--- src/rtl/game_pkg.sv ---
// Shared game types and constants.
// Used by the launch sequencer and the game controller.
package game_pkg;

  typedef enum logic [2:0] {
    IDLE,
    RELOAD,
    AIM,
    CHARGE,
    FLIGHT,
    SETTLE,
    EMPTY
  } launch_state_t;

  localparam int NUM_BIRDS = 5;
  localparam int ANGLE_W   = 4;
  localparam int POWER_W   = 4;
  localparam int BIRD_W    = 3;
  localparam int TIMER_W   = 8;

endpackage

--- src/rtl/frame_timer.sv ---
// Loadable frame down counter with a zero flag.
// Counts only on tick and stops at zero.
module frame_timer
  import game_pkg::*;
(
  input  logic               clk,
  input  logic               resetN,
  input  logic               tick,
  input  logic               load,
  input  logic [TIMER_W-1:0] load_val,
  output logic [TIMER_W-1:0] count,
  output logic               zero
);

  logic [TIMER_W-1:0] count_q;
  logic [TIMER_W-1:0] count_d;

  // load wins over a pending decrement
  always_comb begin
    count_d = count_q;
    if (load) begin
      count_d = load_val;
    end else if (tick && count_q != '0) begin
      count_d = count_q - TIMER_W'(1);
    end
  end

  // counter register
  always_ff @(posedge clk or negedge resetN) begin
    if (!resetN) begin
      count_q <= '0;
    end else begin
      count_q <= count_d;
    end
  end

  assign count = count_q;
  assign zero  = (count_q == '0);

endmodule

--- src/rtl/bird_launch_sequencer.sv ---
// Shot sequencer: aim, charge, launch, flight, settle, reload.
// Drives angle/power to the bird mover and counts birds.
module bird_launch_sequencer
  import game_pkg::*;
#(
  parameter int ANGLE_MIN      = 0,
  parameter int ANGLE_MAX      = 8,
  parameter int ANGLE_INIT     = 4,
  parameter int POWER_MAX      = 15,
  parameter int CHARGE_DIV     = 2,
  parameter int SETTLE_FRAMES  = 30,
  parameter int RELOAD_FRAMES  = 15,
  parameter int FLIGHT_TIMEOUT = 255
) (
  input  logic       clk,
  input  logic       resetN,
  input  logic       startOfFrame,
  input  logic       game_active,
  input  logic       new_level,
  input  logic       key_up,
  input  logic       key_down,
  input  logic       key_fire,
  input  logic       bird_disappear,
  output logic [3:0] angle,
  output logic [3:0] power,
  output logic       launch_pulse,
  output logic       bird_ready,
  output logic       bird_in_flight,
  output logic [2:0] birds_left,
  output logic       out_of_birds
);

  localparam logic [ANGLE_W-1:0] A_MIN  = ANGLE_W'(ANGLE_MIN);
  localparam logic [ANGLE_W-1:0] A_MAX  = ANGLE_W'(ANGLE_MAX);
  localparam logic [ANGLE_W-1:0] A_INIT = ANGLE_W'(ANGLE_INIT);
  localparam logic [POWER_W-1:0] P_MAX  = POWER_W'(POWER_MAX);
  localparam logic [BIRD_W-1:0]  B_FULL = BIRD_W'(NUM_BIRDS);
  localparam logic [TIMER_W-1:0] T_REL  = TIMER_W'(RELOAD_FRAMES);
  localparam logic [TIMER_W-1:0] T_SET  = TIMER_W'(SETTLE_FRAMES);
  localparam logic [TIMER_W-1:0] T_FLT  = TIMER_W'(FLIGHT_TIMEOUT);
  localparam logic [TIMER_W-1:0] T_DIV  = TIMER_W'(CHARGE_DIV);
  localparam logic [TIMER_W-1:0] T_DIV1 = TIMER_W'(CHARGE_DIV - 1);

  launch_state_t      state_q, state_d;
  logic [ANGLE_W-1:0] angle_q, angle_d;
  logic [POWER_W-1:0] power_q, power_d;
  logic [BIRD_W-1:0]  birds_q, birds_d;
  logic               launch_q, launch_d;
  logic               armed_q, armed_d;
  logic               ready_q, ready_d;
  logic               flight_q, flight_d;
  logic               empty_q, empty_d;

  logic               t_load;
  logic [TIMER_W-1:0] t_val;
  logic [TIMER_W-1:0] t_cnt;
  logic               t_zero;

  frame_timer u_timer (
    .clk      (clk),
    .resetN   (resetN),
    .tick     (startOfFrame),
    .load     (t_load),
    .load_val (t_val),
    .count    (t_cnt),
    .zero     (t_zero)
  );

  // next-state, datapath and timer control
  always_comb begin
    state_d  = state_q;
    angle_d  = angle_q;
    power_d  = power_q;
    birds_d  = birds_q;
    launch_d = 1'b0;
    t_load   = 1'b0;
    t_val    = '0;
    if (!game_active) begin
      state_d = IDLE;
      power_d = '0;
    end else if (new_level) begin
      birds_d = B_FULL;
      state_d = RELOAD;
      t_load  = 1'b1;
      t_val   = T_REL;
    end else begin
      unique case (state_q)
        RELOAD: begin
          if (t_zero) begin
            angle_d = A_INIT;
            power_d = '0;
            state_d = AIM;
          end
        end
        AIM: begin
          if (startOfFrame) begin
            if (key_up && !key_down
                && angle_q != A_MAX) begin
              angle_d = angle_q + ANGLE_W'(1);
            end else if (key_down && !key_up
                && angle_q != A_MIN) begin
              angle_d = angle_q - ANGLE_W'(1);
            end
            if (key_fire && armed_q) begin
              power_d = POWER_W'(1);
              state_d = CHARGE;
              t_load  = 1'b1;
              t_val   = T_DIV1;
            end
          end
        end
        CHARGE: begin
          if (startOfFrame) begin
            if (!key_fire) begin
              launch_d = 1'b1;
              if (birds_q != '0) begin
                birds_d = birds_q - BIRD_W'(1);
              end
              state_d = FLIGHT;
              t_load  = 1'b1;
              t_val   = T_FLT;
            end else if (t_cnt <= TIMER_W'(1)) begin
              t_load = 1'b1;
              t_val  = T_DIV;
              if (power_q != P_MAX) begin
                power_d = power_q + POWER_W'(1);
              end
            end
          end
        end
        FLIGHT: begin
          if (bird_disappear || t_zero) begin
            state_d = SETTLE;
            t_load  = 1'b1;
            t_val   = T_SET;
          end
        end
        SETTLE: begin
          if (t_zero) begin
            if (birds_q == '0) begin
              state_d = EMPTY;
            end else begin
              state_d = RELOAD;
              t_load  = 1'b1;
              t_val   = T_REL;
            end
          end
        end
        default: begin
        end
      endcase
    end
    armed_d = 1'b0;
    if (state_q == AIM && state_d == AIM) begin
      armed_d = armed_q | (startOfFrame & ~key_fire);
    end
    ready_d  = (state_d == AIM) || (state_d == CHARGE);
    flight_d = (state_d == FLIGHT);
    empty_d  = (state_d == EMPTY);
  end

  // state and registered outputs
  always_ff @(posedge clk or negedge resetN) begin
    if (!resetN) begin
      state_q  <= IDLE;
      angle_q  <= A_INIT;
      power_q  <= '0;
      birds_q  <= '0;
      launch_q <= 1'b0;
      armed_q  <= 1'b0;
      ready_q  <= 1'b0;
      flight_q <= 1'b0;
      empty_q  <= 1'b0;
    end else begin
      state_q  <= state_d;
      angle_q  <= angle_d;
      power_q  <= power_d;
      birds_q  <= birds_d;
      launch_q <= launch_d;
      armed_q  <= armed_d;
      ready_q  <= ready_d;
      flight_q <= flight_d;
      empty_q  <= empty_d;
    end
  end

  assign angle          = angle_q;
  assign power          = power_q;
  assign launch_pulse   = launch_q;
  assign bird_ready     = ready_q;
  assign bird_in_flight = flight_q;
  assign birds_left     = birds_q;
  assign out_of_birds   = empty_q;

endmodule

--- config.mk ---
export PLATFORM = sky130hd
export DESIGN_NAME = bird_launch_sequencer
export DESIGN_NICKNAME = d
export VERILOG_FILES = /design/src/rtl/game_pkg.sv /design/src/rtl/frame_timer.sv /design/src/rtl/bird_launch_sequencer.sv
export SDC_FILE = /design/constraint.sdc
export NUM_CORES = 1
export LEC_CHECK = 0
export BUFFER_PORTS_ARGS = -buffer_cell sky130_fd_sc_hd__buf_4
export CELL_PAD_IN_SITES_DETAIL_PLACEMENT = 1
export CELL_PAD_IN_SITES_GLOBAL_PLACEMENT = 1
export CORE_UTILIZATION = 25
export CTS_BUF_LIST = sky130_fd_sc_hd__clkbuf_4
export CTS_CLUSTER_DIAMETER = 80
export DETAILED_ROUTE_END_ITERATION = 12
export PLACE_DENSITY = 0.54
export SLEW_MARGIN = 40
export SYNTH_ARGS = -nofsm -noshare
export SYNTH_HDL_FRONTEND = slang
export SYNTH_SLANG_ARGS = --single-unit
--- constraint.sdc ---
create_clock -name clk -period 2.7 [get_ports clk]
set_input_delay 0.54 -clock clk [delete_from_list [all_inputs] [get_ports clk]]
set_output_delay 0.54 -clock clk [all_outputs]
set_load 0.005 [all_outputs]
==> results.json, run 1 <==
{
  "status": "completed",
  "async_flop_share_pct": 100,
  "grt_max_degree": 28,
  "die_y_um": 88.9,
  "rrSetupSlack_ns": 0.40,
  "first_global_vias": 1712,
  "ant_nets": 0,
  "avgSynthCellArea_um2": 8.94,
  "cp-startpoint": "state_q[2]$_DFF_PN0_",
  "setup_viol": 0,
  "cts_root_buf": "clkbuf_4",
  "grt_antenna_before_repair": 0,
  "finalSetupTns_ns": 0,
  "dominantRegCellSynth": "dfrtp_1",
  "final_area_mm2": 0.00222,
  "postSynthCellCount": 211,
  "wire_per_inst_um": 15.2,
  "max_clock_freq_ghz": 0.435,
  "cts_hold_buf": 0,
  "cts_setup_buffers": 0,
  "drive_gt1_share_pct": 21.1,
  "clk_pin_slew_ns": 0.17,
  "multiInputGateArea_mm2": 0.00112,
  "vias_per_cell": 4.93,
  "grt_overflow": 0,
  "worst_pin_slew_ns": 0.443,
  "maxCapViolCount": 0,
  "synth_edf_count": 0,
  "register_area_um2": 677,
  "io_buffers": 23,
  "cts_buffer_depth": 2,
  "cts_htree_levels": 1,
  "finalCritPeriodShare_pct": 85.2,
  "ys_ff_latch": 27,
  "start_util_pct": 25.9,
  "r2r_start": "state_q[2]$_DFF_PN0_",
  "post_cts_resized": 0,
  "power_density_mw_per_mm2": 586,
  "netlist-cell-type-count": 56,
  "grt_use_total_pct": 14.1,
  "critical_path.most_common_cell": "a21oi_1",
  "hold_viol": 0,
  "place_hpwl_mm": 3.91,
  "grt_pass1_wl_mm": 8.40,
  "skew_ns": 0.00845,
  "drt_drc_violations_left": 0,
  "area_growth_pct": 17.4,
  "required_ns": 2.97,
  "n_antenna_cell": 0,
  "drt_iter0_markers": 72,
  "clk_latency_ns": 0.35,
  "leakagePower_nw": 0.967,
  "synth_area_mm2": 0.00189,
  "rsz0062_at_grt": "false",
  "core-area_mm2": 0.00729,
  "end_kind": "flip-flop",
  "fillCellCount": 897,
  "gp_congestion": 0.790,
  "cts_tree": "yes",
  "critPathMaxStageDelay_ns": 0.61,
  "cts_sinks": 27,
  "routed_wl_mm": 5.11,
  "cp_cell_sequence": "inv_1, ha_1, a31o_2, a21oi_1, a21oi_1, o221a_2, nor3b_1",
  "synth_fp_nets": 230,
  "synth_warnings": 0,
  "irDropWorstVdd_v": 0.000179,
  "cts-buffers-inserted": 3,
  "final_nets": 257,
  "firstDrtPassIters": 4,
  "die_w_um": 88.9,
  "finalCriticalPeriod_ns": 2.30,
  "arrival_ns": 2.57,
  "maxSlewHeadroom_pct": 70.0,
  "ys_seq_area_share_pct": 35.9,
  "critPathKind": "reg -> reg",
  "cp-start-kind": "flip-flop",
  "crit_fanout": 12,
  "hold_path_class": "in -> async",
  "crit_path_top_delay_cell": "dfrtp_1",
  "placed_area_mm2": 0.00219,
  "rows": 31,
  "slew_violations": 0,
  "vias": 1656,
  "die_area_mm2": 0.00790,
  "pin_count": 24
}
## worst paths after layout
| path | endpoint | cells after the start |
|---|---|---|
| max in group asynchronous | angle[2]$_DFFE_PN1P_ | 1 |
| min in group clk | birds_left[0]$_DFFE_PN0P_ | 3 |
| max | out_of_birds$_DFF_PN0_ | 7 |
| max reg2reg | out_of_birds$_DFF_PN0_ | 7 |
| min | u_timer.count[5]$_DFFE_PN0P_ | 1 |
| min reg2reg | power[3]$_DFFE_PN0P_ | 1 |
## logic make-up after synthesis
group | after synthesis | share of synthesized area (%)
muxes | 4 | 2.25
adders and majority gates | 10 | 7.03
buffers and inverters | 21 | 4.71
and+or+nand+nor | 84 | 24.7
xor gates and xnor gates | 7 | 3.25
AOI/OAI and AO/OA | 58 | 22.1
DFF | 27 | 35.9
## power breakdown
part | internal [mW] | total, mW | switching [mW]
sequential | 0.480 | 0.593 | 0.113
clock | 0.0560 | 0.195 | 0.139
combinational | 0.252 | 0.511 | 0.258
## sequential cells by signal, indices dropped and copies added (netlist names)
signal          count
state_q             3
bird_in_flight      1
birds_left          3
bird_ready          1
out_of_birds        1
power               4
armed_q             1
angle               4
launch_pulse        1
u_timer.count       8
## per-layer routing
layer | track usage [%] | vias up | part of all wire, %
met4 | 4.40 | 0 | 0.92
li1 | - | 819 | -
met2 | 23.1 | 30 | 46
met5 | 0 | - | 0
met3 | 1.77 | 4 | 2.5
met1 | 19.4 | 803 | 51
## stage by stage
stage               power (mW)  util (%)  cells  setup WS, ns  hold WS (ns)
floorplan                0.939         -    211         0.653         0.244
global placement          1.11      30.0    332         0.415         0.491
detailed placement        1.12      30.0    332         0.433         0.492
CTS                       1.32      30.4    336         0.401        0.0930
global route              1.41      30.4    336         0.201        0.0843
finish                    1.30      30.4    336         0.399        0.0740
## critical path: cells and delay by family, from the launching register on
kind                       cells  cell delay (ns)
buffers and inverters          1             0.17
adders and majority gates      1             0.48
DFF                            1             0.61
AOI/OAI and AO/OA              4             0.77
and+or+nand+nor                1             0.20
## area by class of cell
| type | instances | share of cell area, % |
|---|---|---|
| timing repair buffer | 28 | 9.49 |
| multi-input combinational | 163 | 50.6 |
| clock inverter | 1 | 0.226 |
| sequential | 27 | 30.5 |
| clock buffer | 3 | 1.02 |
| tap | 99 | 5.59 |
| inverter | 15 | 2.54 |
## synthesized netlist by cell type, types with 2 or more instances
cell type / count / area share [%]
dfrtp_1: 26 / 34
nand2_1: 18 / 3.6
inv_1: 15 / 3.0
nand3_1: 14 / 3.7
o21ai_0: 14 / 3.7
a21oi_1: 13 / 3.4
nor2_1: 12 / 2.4
ha_1: 9 / 6.0
nor2b_1: 7 / 2.3
nor3_1: 7 / 1.9
or2_2: 4 / 1.3
xor2_1: 4 / 1.9
a21o_1: 3 / 1.2
and2_1: 3 / 0.99
and3_1: 3 / 0.99
clkbuf_1: 3 / 0.60
o221a_2: 3 / 1.8
xnor2_1: 3 / 1.4
a22o_1: 2 / 0.93
a31o_2: 2 / 0.93
a31oi_1: 2 / 0.66
buf_2: 2 / 0.53
mux2_2: 2 / 1.2
mux2i_1: 2 / 1.1
nand4_1: 2 / 0.66
o211ai_1: 2 / 0.80
o21a_1: 2 / 0.80
o22ai_1: 2 / 0.66
o31ai_1: 2 / 0.80
or4_1: 2 / 0.80
## cells in the final DEF, fill, tap and decap left out, types with 3 or more instances in the layout
cell type / n
or2_2: 4
nor3_1: 7
clkbuf_4: 3
and2_1: 3
o221a_2: 3
dfrtp_1: 26
and3_1: 3
xnor2_1: 3
a21oi_1: 13
inv_1: 15
nor2_1: 12
buf_4: 28
a21o_1: 3
nand2_1: 18
nor2b_1: 7
o21ai_0: 14
nand3_1: 14
xor2_1: 4
ha_1: 9
No activity file was read; power rests on OpenSTA's default activity.
==> run 2, diff against run 1 <==
--- a/config.mk
+++ b/config.mk
@@ -5,14 +5,15 @@
 export SDC_FILE = /design/constraint.sdc
 export NUM_CORES = 1
 export LEC_CHECK = 0
-export BUFFER_PORTS_ARGS = -buffer_cell sky130_fd_sc_hd__buf_4
+export ABC_AREA = 1
+export BUFFER_PORTS_ARGS = -buffer_cell sky130_fd_sc_hd__buf_2
 export CELL_PAD_IN_SITES_DETAIL_PLACEMENT = 1
 export CELL_PAD_IN_SITES_GLOBAL_PLACEMENT = 1
 export CORE_UTILIZATION = 25
 export CTS_BUF_LIST = sky130_fd_sc_hd__clkbuf_4
 export CTS_CLUSTER_DIAMETER = 80
 export DETAILED_ROUTE_END_ITERATION = 12
-export PLACE_DENSITY = 0.54
+export PLACE_DENSITY = 0.55
 export SLEW_MARGIN = 40
 export SYNTH_ARGS = -nofsm -noshare
 export SYNTH_HDL_FRONTEND = slang
==> run 2 against run 1 <==
  * Die area up 4.9%
  * Sequential power rose by 3%
  * Combinational power is 79% higher
  * Synthesized cell count rose by 24%
  * Design area up 1.1%
  * Clock-buffer cell count unchanged
  * Clock power increased by 3%
  * Sequential cell count stayed put
  * Wire length is 1.0% higher
==> results.json, run 2 <==
{
  "status": "completed",
  "synth_fp_nets": 281,
  "hold_path_class": "in -> async",
  "post_cts_resized": 0,
  "cts_hold_buf": 0,
  "cts_tree": "yes",
  "postSynthCellCount": 262,
  "core-area_mm2": 0.00769,
  "crit_path_top_delay_cell": "dfstp_2",
  "largest_reg_flops": 8,
  "path_buf_inv": 1,
  "layout_commonest_cell": "nand2_1",
  "drt_drc_violations_left": 0,
  "die_area_mm2": 0.00829,
  "dominantRegCellSynth": "dfrtp_1",
  "critPathMaxStageDelay_ns": 0.60,
  "rr_worst_depth": 8,
  "firstDrtPassIters": 4,
  "fin_util_pct": 29.2,
  "cts_sinks": 27,
  "setup_viol": 0,
  "routed_wl_mm": 5.16,
  "stdcell_count": 389,
  "yosysMostFrequentCell": "nand2_1",
  "crit_family": "flip-flops",
  "cts-buffers-inserted": 3,
  "drt_iter0_markers": 59,
  "path_depth": 8,
  "ant_nets": 0,
  "grt_pass1_wl_mm": 8.92,
  "place_hpwl_mm": 4.09,
  "netlist-cell-type-count": 37,
  "grt_use_met1_pct": 18.8,
  "hold_viol": 0,
  "busiest_layer": "met2",
  "finalCritPeriodShare_pct": 72.8,
  "yosys-top-cells-area": "dfrtp_1 33%, nand2_1 12%, inv_1 5.9%, ha_1 5.7%, nand3_1 5.3%",
  "clk_pin_slew_ns": 0.18,
  "final_nets": 307,
  "critPathKind": "reg -> reg",
  "cts_buffer_depth": 2,
  "slew_violations": 0,
  "skew_ns": 0.00450,
  "finalSetupTns_ns": 0,
  "n_antenna_cell": 0,
  "multiInputGateArea_mm2": 0.00115,
  "grt_use_total_pct": 13.3,
  "crit_fanout": 5,
  "grt_antenna_before_repair": 0,
  "cp_cell_sequence": "inv_1, nand3_1, nand3_1, ha_1, a21oi_1, o21ai_0, xor2_1, o21ai_0",
  "met2_usage_pct": 21.8,
  "irDropWorstVdd_v": 0.000269,
  "rsz0062_at_grt": "false",
  "die_w_um": 91.0,
  "pin_count": 24,
  "async_flop_share_pct": 100,
  "avgSynthCellArea_um2": 7.56,
  "cp-startpoint": "angle[2]$_DFFE_PN1P_",
  "gp_congestion": 0.788,
  "clk_latency_ns": 0.34,
  "finalCriticalPeriod_ns": 1.96,
  "synth_area_mm2": 0.00198,
  "cts_root_buf": "clkbuf_4",
  "grt_overflow": 0,
  "grt_max_degree": 28,
  "ys_seq_area_share_pct": 34.2,
  "synth_warnings": 0,
  "power_density_mw_per_mm2": 771,
  "leakagePower_nw": 1.17,
  "die_y_um": 91.0,
  "yosys.area.top_type_share_pct": 32.8,
  "wire_per_inst_um": 13.3,
  "fillCellCount": 981,
  "cp-start-kind": "flip-flop",
  "grtUsageMet3_pct": 1.59,
  "synth_edf_count": 0,
  "register_area_um2": 677,
  "area_growth_pct": 13.1,
  "r2r_start": "angle[2]$_DFFE_PN1P_",
  "worst_pin_slew_ns": 0.638,
  "required_ns": 2.98,
  "final_cell_mix": "64 x nand2_1, 31 x inv_1, 26 x dfrtp_1",
  "start_util_pct": 25.8,
  "dp.cells": 385,
  "cts_setup_buffers": 0,
  "power.total_mw": 1.73,
  "cts_htree_levels": 1,
  "netlist_top_cells_count": "64 x nand2_1, 31 x inv_1, 26 x dfrtp_1",
  "first_global_vias": 1858,
  "ys_ff_latch": 27,
  "io_buffers": 23,
  "vias_per_cell": 4.52,
  "synth_top_cell_by_area": "dfrtp_1",
  "vias": 1759,
  "drive_gt1_share_pct": 20.9,
  "max_clock_freq_ghz": 0.509,
  "arrival_ns": 2.25,
  "end_kind": "flip-flop",
  "maxCapViolCount": 0,
  "rows": 32,
  "maxSlewHeadroom_pct": 57.5
}
## run 2: cell count changes in the layout (fill, tap and decap cells not counted), sizes merged, moves of 4 or more
cell | before | now
nor2b | 7 | 0
nand4 | 2 | 9
a21oi | 13 | 8
inv | 15 | 38
nand2 | 19 | 71
nor2 | 12 | 32
buf | 28 | 23
or2 | 5 | 1
nand3 | 14 | 24
xor2 | 4 | 8
## run 2: cells by family (layout without fill, tap and decap cells)
logic type | count (synthesis) | count (layout) | synth area share [%]
buffers and inverters | 40 | 65 | 7.89
AOI/OAI and AO/OA | 29 | 29 | 8.97
adders and majority gates | 10 | 10 | 6.69
xor gates and xnor gates | 10 | 10 | 4.42
DFF | 27 | 27 | 34.2
and+or+nand+nor | 146 | 146 | 37.9
## run 2: layout make-up
cell class / instances / area share (%)
timing repair buffer: 23 / 5.14
clock buffer: 3 / 1.01
clock inverter: 1 / 0.223
multi-input combinational: 195 / 51.3
sequential: 27 / 30.2
tap: 102 / 5.70
inverter: 38 / 6.48
## run 2: worst paths after layout
kind	end	slack [ns]
worst max-delay path	angle[3]$_DFFE_PN0P_	0.74
max in group asynchronous	birds_left[0]$_DFFE_PN0P_	2.10
worst max register to register	angle[3]$_DFFE_PN0P_	0.74
worst min register to register	birds_left[1]$_DFFE_PN0P_	0.53
worst min-delay path	u_timer.count[6]$_DFFE_PN0P_	0.19
min in group clk	birds_left[1]$_DFFE_PN0P_	0.45
## run 2: power by group
| group | total [mW] | internal (mW) | switching [mW] | leakage, nW |
|---|---|---|---|---|
| logic | 0.915 | 0.323 | 0.591 | 0.802 |
| registers | 0.612 | 0.498 | 0.115 | 0.351 |
| clock network | 0.201 | 0.0556 | 0.145 | 0.0177 |
## run 2: through the flow
step	setup WS [ns]	area, um^2	hold slack [ns]
6_report	0.736	2240	0.188
3_5_place_dp	0.651	2210	0.498
4_1_cts	0.729	2240	0.233
2_1_floorplan	0.938	1980	0.244
5_1_grt	0.557	2240	0.237
3_3_place_gp	0.681	2210	0.499
## run 2: worst reg2reg max path, cell delays in order (launching register included)
cell and delay, ns:
dfstp_2 0.60, inv_1 0.06, nand3_1 0.08, nand3_1 0.19, ha_1 0.39, a21oi_1 0.15
o21ai_0 0.12, xor2_1 0.17, o21ai_0 0.15
## run 2: metal layers
layer	routed length [um]	share of wire [%]
met4	45	0.87
met1	2650	51
met3	113	2.2
met2	2350	46
met5	0	0
